$ cat src/rtl/bit_frame_pkg.sv
`default_nettype none
// ============================================================================
//  Package     : bit_frame_pkg
//  Description : Shared types and helpers for the bit_frame_aligner slice.
//                FSM state encoding, byte width, default sync word and the
//                even-parity helper used when BIT_FRAME_PARITY_EN is defined.
//  Revision    : 1.0 - initial release
// ============================================================================
package bit_frame_pkg;

   localparam int BYTE_W = 8;

   localparam logic [BYTE_W-1:0] DEFAULT_SYNC_WORD = 8'hD5;

   typedef enum logic [1:0] {
      ST_IDLE    = 2'd0,
      ST_HUNT    = 2'd1,
      ST_PAYLOAD = 2'd2
   } state_e;

   // Even-parity bit for a data byte: XOR of the byte and this bit is 0.
   function automatic logic frame_parity(input logic [BYTE_W-1:0] data);
      return ^data;
   endfunction

endpackage : bit_frame_pkg
`default_nettype wire

$ cat src/rtl/bit_frame_out_reg.sv
`default_nettype none
// ============================================================================
//  Module      : bit_frame_out_reg
//  Description : One-entry valid/ready holding register for deserialized
//                bytes. A byte offered while the entry is full and not being
//                accepted is dropped and flagged with a one-cycle overflow.
//  Revision    : 1.0 - initial release
// ============================================================================
module bit_frame_out_reg
   import bit_frame_pkg::*;
(
   input  logic              clk,
   input  logic              rst_n,
   input  logic              load_i,
   input  logic [BYTE_W-1:0] data_i,
   input  logic              ready_i,
   output logic [BYTE_W-1:0] data_o,
   output logic              valid_o,
   output logic              overflow_o
);

   logic [BYTE_W-1:0] data_q, data_d;
   logic              valid_q, valid_d;
   logic              overflow_q, overflow_d;

   // Next-state: accept clears the entry, a new byte refills it in the same cycle.
   always_comb begin
      data_d     = data_q;
      valid_d    = valid_q;
      overflow_d = 1'b0;
      if (valid_q && ready_i) begin
         valid_d = 1'b0;
      end
      if (load_i) begin
         if (!valid_q || ready_i) begin
            data_d  = data_i;
            valid_d = 1'b1;
         end else begin
            overflow_d = 1'b1;
         end
      end
   end

   // Holding register and overflow pulse.
   always_ff @(posedge clk or negedge rst_n) begin
      if (!rst_n) begin
         data_q     <= '0;
         valid_q    <= 1'b0;
         overflow_q <= 1'b0;
      end else begin
         data_q     <= data_d;
         valid_q    <= valid_d;
         overflow_q <= overflow_d;
      end
   end

   assign data_o     = data_q;
   assign valid_o    = valid_q;
   assign overflow_o = overflow_q;

endmodule : bit_frame_out_reg
`default_nettype wire

$ cat src/rtl/bit_frame_aligner.sv
`default_nettype none
// ============================================================================
//  Module      : bit_frame_aligner
//  Description : Hunts for an 8-bit sync word while upstream lock is held,
//                then deserializes PAYLOAD_BYTES bytes MSB-first into a
//                valid/ready holding register with frame-start, frame-end,
//                sync-error and overflow pulses.
//                Optional macro BIT_FRAME_PARITY_EN adds a 9th even-parity
//                bit after every payload byte and drives parity_err.
//  Revision    : 1.0 - initial release
// ============================================================================
module bit_frame_aligner
   import bit_frame_pkg::*;
#(
   parameter logic [BYTE_W-1:0] SYNC_WORD     = DEFAULT_SYNC_WORD,
   parameter int unsigned       PAYLOAD_BYTES = 4
)(
   input  logic              clk,
   input  logic              rst_n,
   input  logic              en,
   input  logic              din,
   input  logic              lock_in,
   output logic [BYTE_W-1:0] byte_data,
   output logic              byte_valid,
   input  logic              byte_ready,
   output logic              frame_start,
   output logic              frame_end,
   output logic              sync_err,
   output logic              overflow,
   output logic              parity_err,
   output logic [1:0]        state
);

`ifdef BIT_FRAME_PARITY_EN
   // The full data byte must sit in sr while the parity bit arrives on din.
   localparam int         c_SR_W     = 8;
   localparam logic [3:0] c_BIT_LAST = 4'd8;
`else
   // Only the seven newest bits are ever read; the eighth arrives on din.
   localparam int         c_SR_W     = 7;
   localparam logic [3:0] c_BIT_LAST = 4'd7;
`endif
   localparam logic [7:0] c_LAST_BYTE = 8'(PAYLOAD_BYTES - 32'd1);
   localparam logic [3:0] c_HCNT_MAX  = 4'd8;

   state_e            state_q, state_d;
   logic [c_SR_W-1:0] sr_q, sr_d;
   logic [3:0]        hcnt_q, hcnt_d;
   logic [3:0]        bit_cnt_q, bit_cnt_d;
   logic [7:0]        byte_cnt_q, byte_cnt_d;
   logic              frame_start_q, frame_start_d;
   logic              frame_end_q, frame_end_d;
   logic              sync_err_q, sync_err_d;
   logic              parity_err_d;
   logic              w_byte_done;
   logic [BYTE_W-1:0] w_byte;
   logic [BYTE_W-1:0] w_window;

   // Newest eight stream bits including the one currently on din.
   assign w_window = {sr_q[6:0], din};

`ifdef BIT_FRAME_PARITY_EN
   assign w_byte = sr_q;
`else
   assign w_byte = w_window;
`endif

   // Next-state logic: lock loss overrides everything, then hunt/payload.
   always_comb begin
      state_d       = state_q;
      sr_d          = sr_q;
      hcnt_d        = hcnt_q;
      bit_cnt_d     = bit_cnt_q;
      byte_cnt_d    = byte_cnt_q;
      frame_start_d = 1'b0;
      frame_end_d   = 1'b0;
      sync_err_d    = 1'b0;
      parity_err_d  = 1'b0;
      w_byte_done   = 1'b0;

      if (en && (state_q != ST_IDLE)) begin
         sr_d = {sr_q[c_SR_W-2:0], din};
      end

      if (!lock_in) begin
         sync_err_d = (state_q == ST_PAYLOAD);
         state_d    = ST_IDLE;
         hcnt_d     = '0;
         bit_cnt_d  = '0;
         byte_cnt_d = '0;
      end else begin
         case (state_q)
            ST_IDLE: begin
               state_d = ST_HUNT;
               hcnt_d  = '0;
            end
            ST_HUNT: begin
               if (en) begin
                  // hcnt >= 7 guarantees all eight window bits are from this visit.
                  if ((hcnt_q >= 4'd7) && (w_window == SYNC_WORD)) begin
                     state_d       = ST_PAYLOAD;
                     bit_cnt_d     = '0;
                     byte_cnt_d    = '0;
                     frame_start_d = 1'b1;
                  end else if (hcnt_q != c_HCNT_MAX) begin
                     hcnt_d = hcnt_q + 4'd1;
                  end
               end
            end
            ST_PAYLOAD: begin
               if (en) begin
                  if (bit_cnt_q == c_BIT_LAST) begin
                     w_byte_done = 1'b1;
                     bit_cnt_d   = '0;
`ifdef BIT_FRAME_PARITY_EN
                     parity_err_d = (frame_parity(sr_q) != din);
`endif
                     if (byte_cnt_q == c_LAST_BYTE) begin
                        frame_end_d = 1'b1;
                        state_d     = ST_HUNT;
                        hcnt_d      = '0;
                        byte_cnt_d  = '0;
                     end else begin
                        byte_cnt_d = byte_cnt_q + 8'd1;
                     end
                  end else begin
                     bit_cnt_d = bit_cnt_q + 4'd1;
                  end
               end
            end
            default: begin
               state_d = ST_IDLE;
            end
         endcase
      end
   end

   // State, shift register, counters and status pulses.
   always_ff @(posedge clk or negedge rst_n) begin
      if (!rst_n) begin
         state_q       <= ST_IDLE;
         sr_q          <= '0;
         hcnt_q        <= '0;
         bit_cnt_q     <= '0;
         byte_cnt_q    <= '0;
         frame_start_q <= 1'b0;
         frame_end_q   <= 1'b0;
         sync_err_q    <= 1'b0;
      end else begin
         state_q       <= state_d;
         sr_q          <= sr_d;
         hcnt_q        <= hcnt_d;
         bit_cnt_q     <= bit_cnt_d;
         byte_cnt_q    <= byte_cnt_d;
         frame_start_q <= frame_start_d;
         frame_end_q   <= frame_end_d;
         sync_err_q    <= sync_err_d;
      end
   end

`ifdef BIT_FRAME_PARITY_EN
   logic parity_err_q;

   // Parity mismatch pulse, aligned with the byte's valid rise.
   always_ff @(posedge clk or negedge rst_n) begin
      if (!rst_n) begin
         parity_err_q <= 1'b0;
      end else begin
         parity_err_q <= parity_err_d;
      end
   end

   assign parity_err = parity_err_q;
`else
   logic w_parity_unused;
   assign w_parity_unused = parity_err_d;
   assign parity_err      = 1'b0;
`endif

   bit_frame_out_reg u_out_reg (
      .clk        (clk),
      .rst_n      (rst_n),
      .load_i     (w_byte_done),
      .data_i     (w_byte),
      .ready_i    (byte_ready),
      .data_o     (byte_data),
      .valid_o    (byte_valid),
      .overflow_o (overflow)
   );

   assign frame_start = frame_start_q;
   assign frame_end   = frame_end_q;
   assign sync_err    = sync_err_q;
   assign state       = state_q;

endmodule : bit_frame_aligner
`default_nettype wire

$ cat config.mk
export PLATFORM = sky130hd
export DESIGN_NAME = bit_frame_aligner
export DESIGN_NICKNAME = d
export VERILOG_FILES = /design/src/rtl/bit_frame_pkg.sv /design/src/rtl/bit_frame_out_reg.sv /design/src/rtl/bit_frame_aligner.sv
export SDC_FILE = /design/constraint.sdc
export NUM_CORES = 1
export LEC_CHECK = 0
export ABC_AREA = 1
export CAP_MARGIN = 10
export CORE_ASPECT_RATIO = 0.8
export CORE_MARGIN = 4
export CORE_UTILIZATION = 35
export CTS_CLUSTER_SIZE = 20
export DETAILED_ROUTE_END_ITERATION = 10
export DONT_BUFFER_PORTS = 1
export GPL_TIMING_DRIVEN = 1
export PLACE_DENSITY = 0.49
export SYNTH_ARGS = -nofsm -noshare
export SYNTH_HDL_FRONTEND = slang
export SYNTH_SLANG_ARGS = --single-unit
$ cat constraint.sdc
create_clock -name clk -period 1.75 [get_ports clk]
set_input_delay 0.175 -clock clk [delete_from_list [all_inputs] [get_ports clk]]
set_output_delay 0.175 -clock clk [all_outputs]
set_load 0.01 [all_outputs]
==> impl_metrics.py <==
metrics = {
    "critical_path": {
        "r2r_slack_ns": 0.19,
        "critPathBufInv": 1,
        "cp.required_ns": 1.93,
        "r2r_cells": 10,
        "crit_path_start_kind": "register",
        "endpoint": "hcnt_q[0]",
        "r2r-start": "bit_cnt_q[1]",
        "crit_cells": 10,
        "path_max_fanout": 7,
        "cp_cell_sequence": "ha_1 > nand2_1 > inv_1 > nand2_1 > nand2_2 > nand2_4 > nor2_8 > nand3_2 > nand2_1 > nand2_1",
        "cpPeakStageDelay_ns": 0.39,
        "crit_family": "simple AND/OR/NAND/NOR gates",
        "worst_path_max_delay_cell": "dfrtp_1",
        "cp_common_cell": "nand2_1",
        "r2r_end": "hcnt_q[0]",
        "crit_path_end_kind": "register",
        "cp-startpoint": "bit_cnt_q[1]",
        "path_class": "register to register",
        "cp_data_arrival_time_ns": 1.75,
    },
    "timing": {
        "skew_ns": 0.00700,
        "period_share_pct": 89.2,
        "hold_ws_ns": 0.0217,
        "fmaxAchievable_ghz": 0.640,
        "min_period_ns": 1.56,
        "hold_viol": 0,
        "setup_tns_ns": 0,
        "slew_violations": 0,
        "finalSetupViolCount": 0,
        "grt_setup_unrepaired": "no",
        "setup_ws_ns": 0.189,
    },
    "synth": {
        "synth-edff-count": 0,
        "synth.most_common_cell": "nand2_1",
        "async_flop_share_pct": 100,
        "ys_warn_count": 0,
        "synth_area_um2": 2110,
        "synth_flop_cell": "dfrtp_1",
        "synth_area_leader_cell": "dfrtp_1",
        "netlist_instances": 274,
        "ys_ff_latch": 38,
        "seq_area_frac_synth_pct": 45.2,
        "synth_common_cells": "87 x nand2_1, 38 x dfrtp_1, 31 x nand3_1",
        "netlist.area_leader.share_pct": 45.2,
        "synth.avg_cell_area_um2": 7.69,
        "synth_nets": 284,
        "synth_cell_types": 31,
        "ys_top_cells_by_area": "dfrtp_1 45%, nand2_1 16%, nand3_1 7.4%",
    },
    "grt": {
        "grt_pass1_wl_um": 8070,
        "grt_pass1_vias": 1601,
        "grt_max_degree": 39,
        "antenna_found_initial": 0,
        "gr-total-overflow": 0,
        "grt_use_total_pct": 14.0,
    },
    "cells_and_area": {
        "insertedDiodeCount": 0,
        "area_delta_synth_final_pct": 12.1,
        "drive_above_1_share_pct": 15.4,
        "final_cell_count_no_fill": 364,
        "fin_nets": 295,
        "fillers": 609,
    },
    "pwr": {
        "power.leakage_nw": 1.21,
        "p_per_area_nw_per_um2": 1070,
        "vdd_ir_drop_max_mv": 0.417,
        "total_power_mw": 2.52,
    },
    "clocking": {
        "clk_pin_slew_ns": 0.08,
        "cts_setup_buffers": 0,
        "cts_tree": "yes",
        "clockBufferDepth": 2,
        "clkSinkCount": 38,
        "clkLatencyLatePin_ns": 0.30,
        "cts_buffers": 5,
        "root_buffer": "clkbuf_8",
        "cts-htree-levels": 2,
    },
    "flow_run": {
        "drv_cap": 0,
    },
    "route": {
        "postRouteAntennaNets": 0,
        "routed_via_density": 4.61,
        "post_drt_wl_per_cell_um": 12.8,
        "first_pass_iters": 4,
        "drtIter0Drc": 117,
        "vias": 1677,
        "routed_wl_um": 4670,
        "drcViolationCount": 0,
    },
    "place": {
        "place_ws_ns": 0.145,
        "dp.cells": 353,
        "gp_congestion": 0.851,
        "portBuffers": 0,
        "hpwl_um": 3320,
    },
    "floorplan": {
        "die_h_um": 77.4,
        "dieArea_um2": 7330,
        "initial_core_util_pct": 37.3,
        "io_pins": 22,
        "die_width_um": 94.7,
        "coreArea_um2": 5650,
        "core.rowCount": 24,
    },
    "min_path": {
        "hold_class": "input port to register",
    },
    "outcome": {
        "status": "completed",
    },
}
## cell families after synthesis
group                      share of synthesized area [%]
AOI/OAI and AO/OA                                   6.24
buffers and inverters                               7.66
and+or+nand+nor                                     38.0
adders and majority gates                           2.38
xor gates and xnor gates                           0.416
other                                              0.178
DFF                                                 45.2
## worst reg2reg max path: stages, from the launching register on
cell and delay, ns:
dfrtp_1 0.39, ha_1 0.18, nand2_1 0.05, inv_1 0.07, nand2_1 0.12, nand2_2 0.13
nand2_4 0.08, nor2_8 0.16, nand3_2 0.13, nand2_1 0.08, nand2_1 0.05
## worst min path at each step
stage	from	endpoint	slack [ns]	depth (start not counted)
3_3_place_gp	rst_n	u_out_reg.valid_o	-0.12	0
6_report	lock_in	state[0]	0.02	2
3_5_place_dp	rst_n	u_out_reg.data_o[7]	-0.12	0
2_1_floorplan	rst_n	bit_cnt_q[0]	-0.12	0
5_1_grt	lock_in	state[0]	0.02	2
4_1_cts	lock_in	state[0]	0.02	2
## registers in the layout (all words and copies together) (netlist names)
register	cells
bit_cnt_q	4
state	2
sr_q	7
u_out_reg.valid_o	1
sync_err	1
frame_start	1
u_out_reg.data_o	8
hcnt_q	4
frame_end	1
u_out_reg.overflow_o	1
byte_cnt_q	8
## what timing repair did
action                     CTS  global route
gates resized for setup      0             2
setup endpoints to repair    0            11
hold buffers                 3             0
hold endpoints to repair    39             0
## routing by layer
layer  share of wire [%]  vias up  track usage [%]
li1                    -      894                -
met1                  55      758             21.2
met2                  41       23             19.1
met3                 4.3        2             4.55
met4                0.64        0             3.03
met5                   0        -                0
## through the flow
stage	cell area, um2	utilization [%]
floorplan	2110	-
global placement	2220	39.3
detailed placement	2220	39.3
CTS	2350	41.7
global route	2360	41.8
finish	2360	41.8
## cell type report
type	count	area [um2]	share of cell area, %
multi-input combinational	198	1000	42.4
sequential	38	951	40.3
inverter	31	116	4.93
timing repair buffer	11	100	4.24
tap	78	97.6	4.13
clock buffer	6	82.6	3.50
clock inverter	2	12.5	0.530
## power by group
| part | leakage [nW] | switching [mW] | internal [mW] | total, mW |
|---|---|---|---|---|
| Combinational | 0.649 | 0.479 | 0.249 | 0.727 |
| Clock | 0.0472 | 0.332 | 0.317 | 0.649 |
| Sequential | 0.514 | 0.136 | 1.01 | 1.14 |
| Total | 1.21 | 0.946 | 1.57 | 2.52 |
## cells in the final DEF, fill, tap and decap left out, drive strengths merged
cell type and instances:
nand2 92, dfrtp 38, nor2 33, nand3 32, inv 31, o21ai 18, nand4 9, buf 9
clkbuf 6, ha 4, nor3 4, dlygate4sd3 2, nor4 1, or2 1, a22oi 1, o21bai 1
xor2 1, conb 1, clkinv 1, clkinvlp 1
No activity file was read; power rests on OpenSTA's default activity.
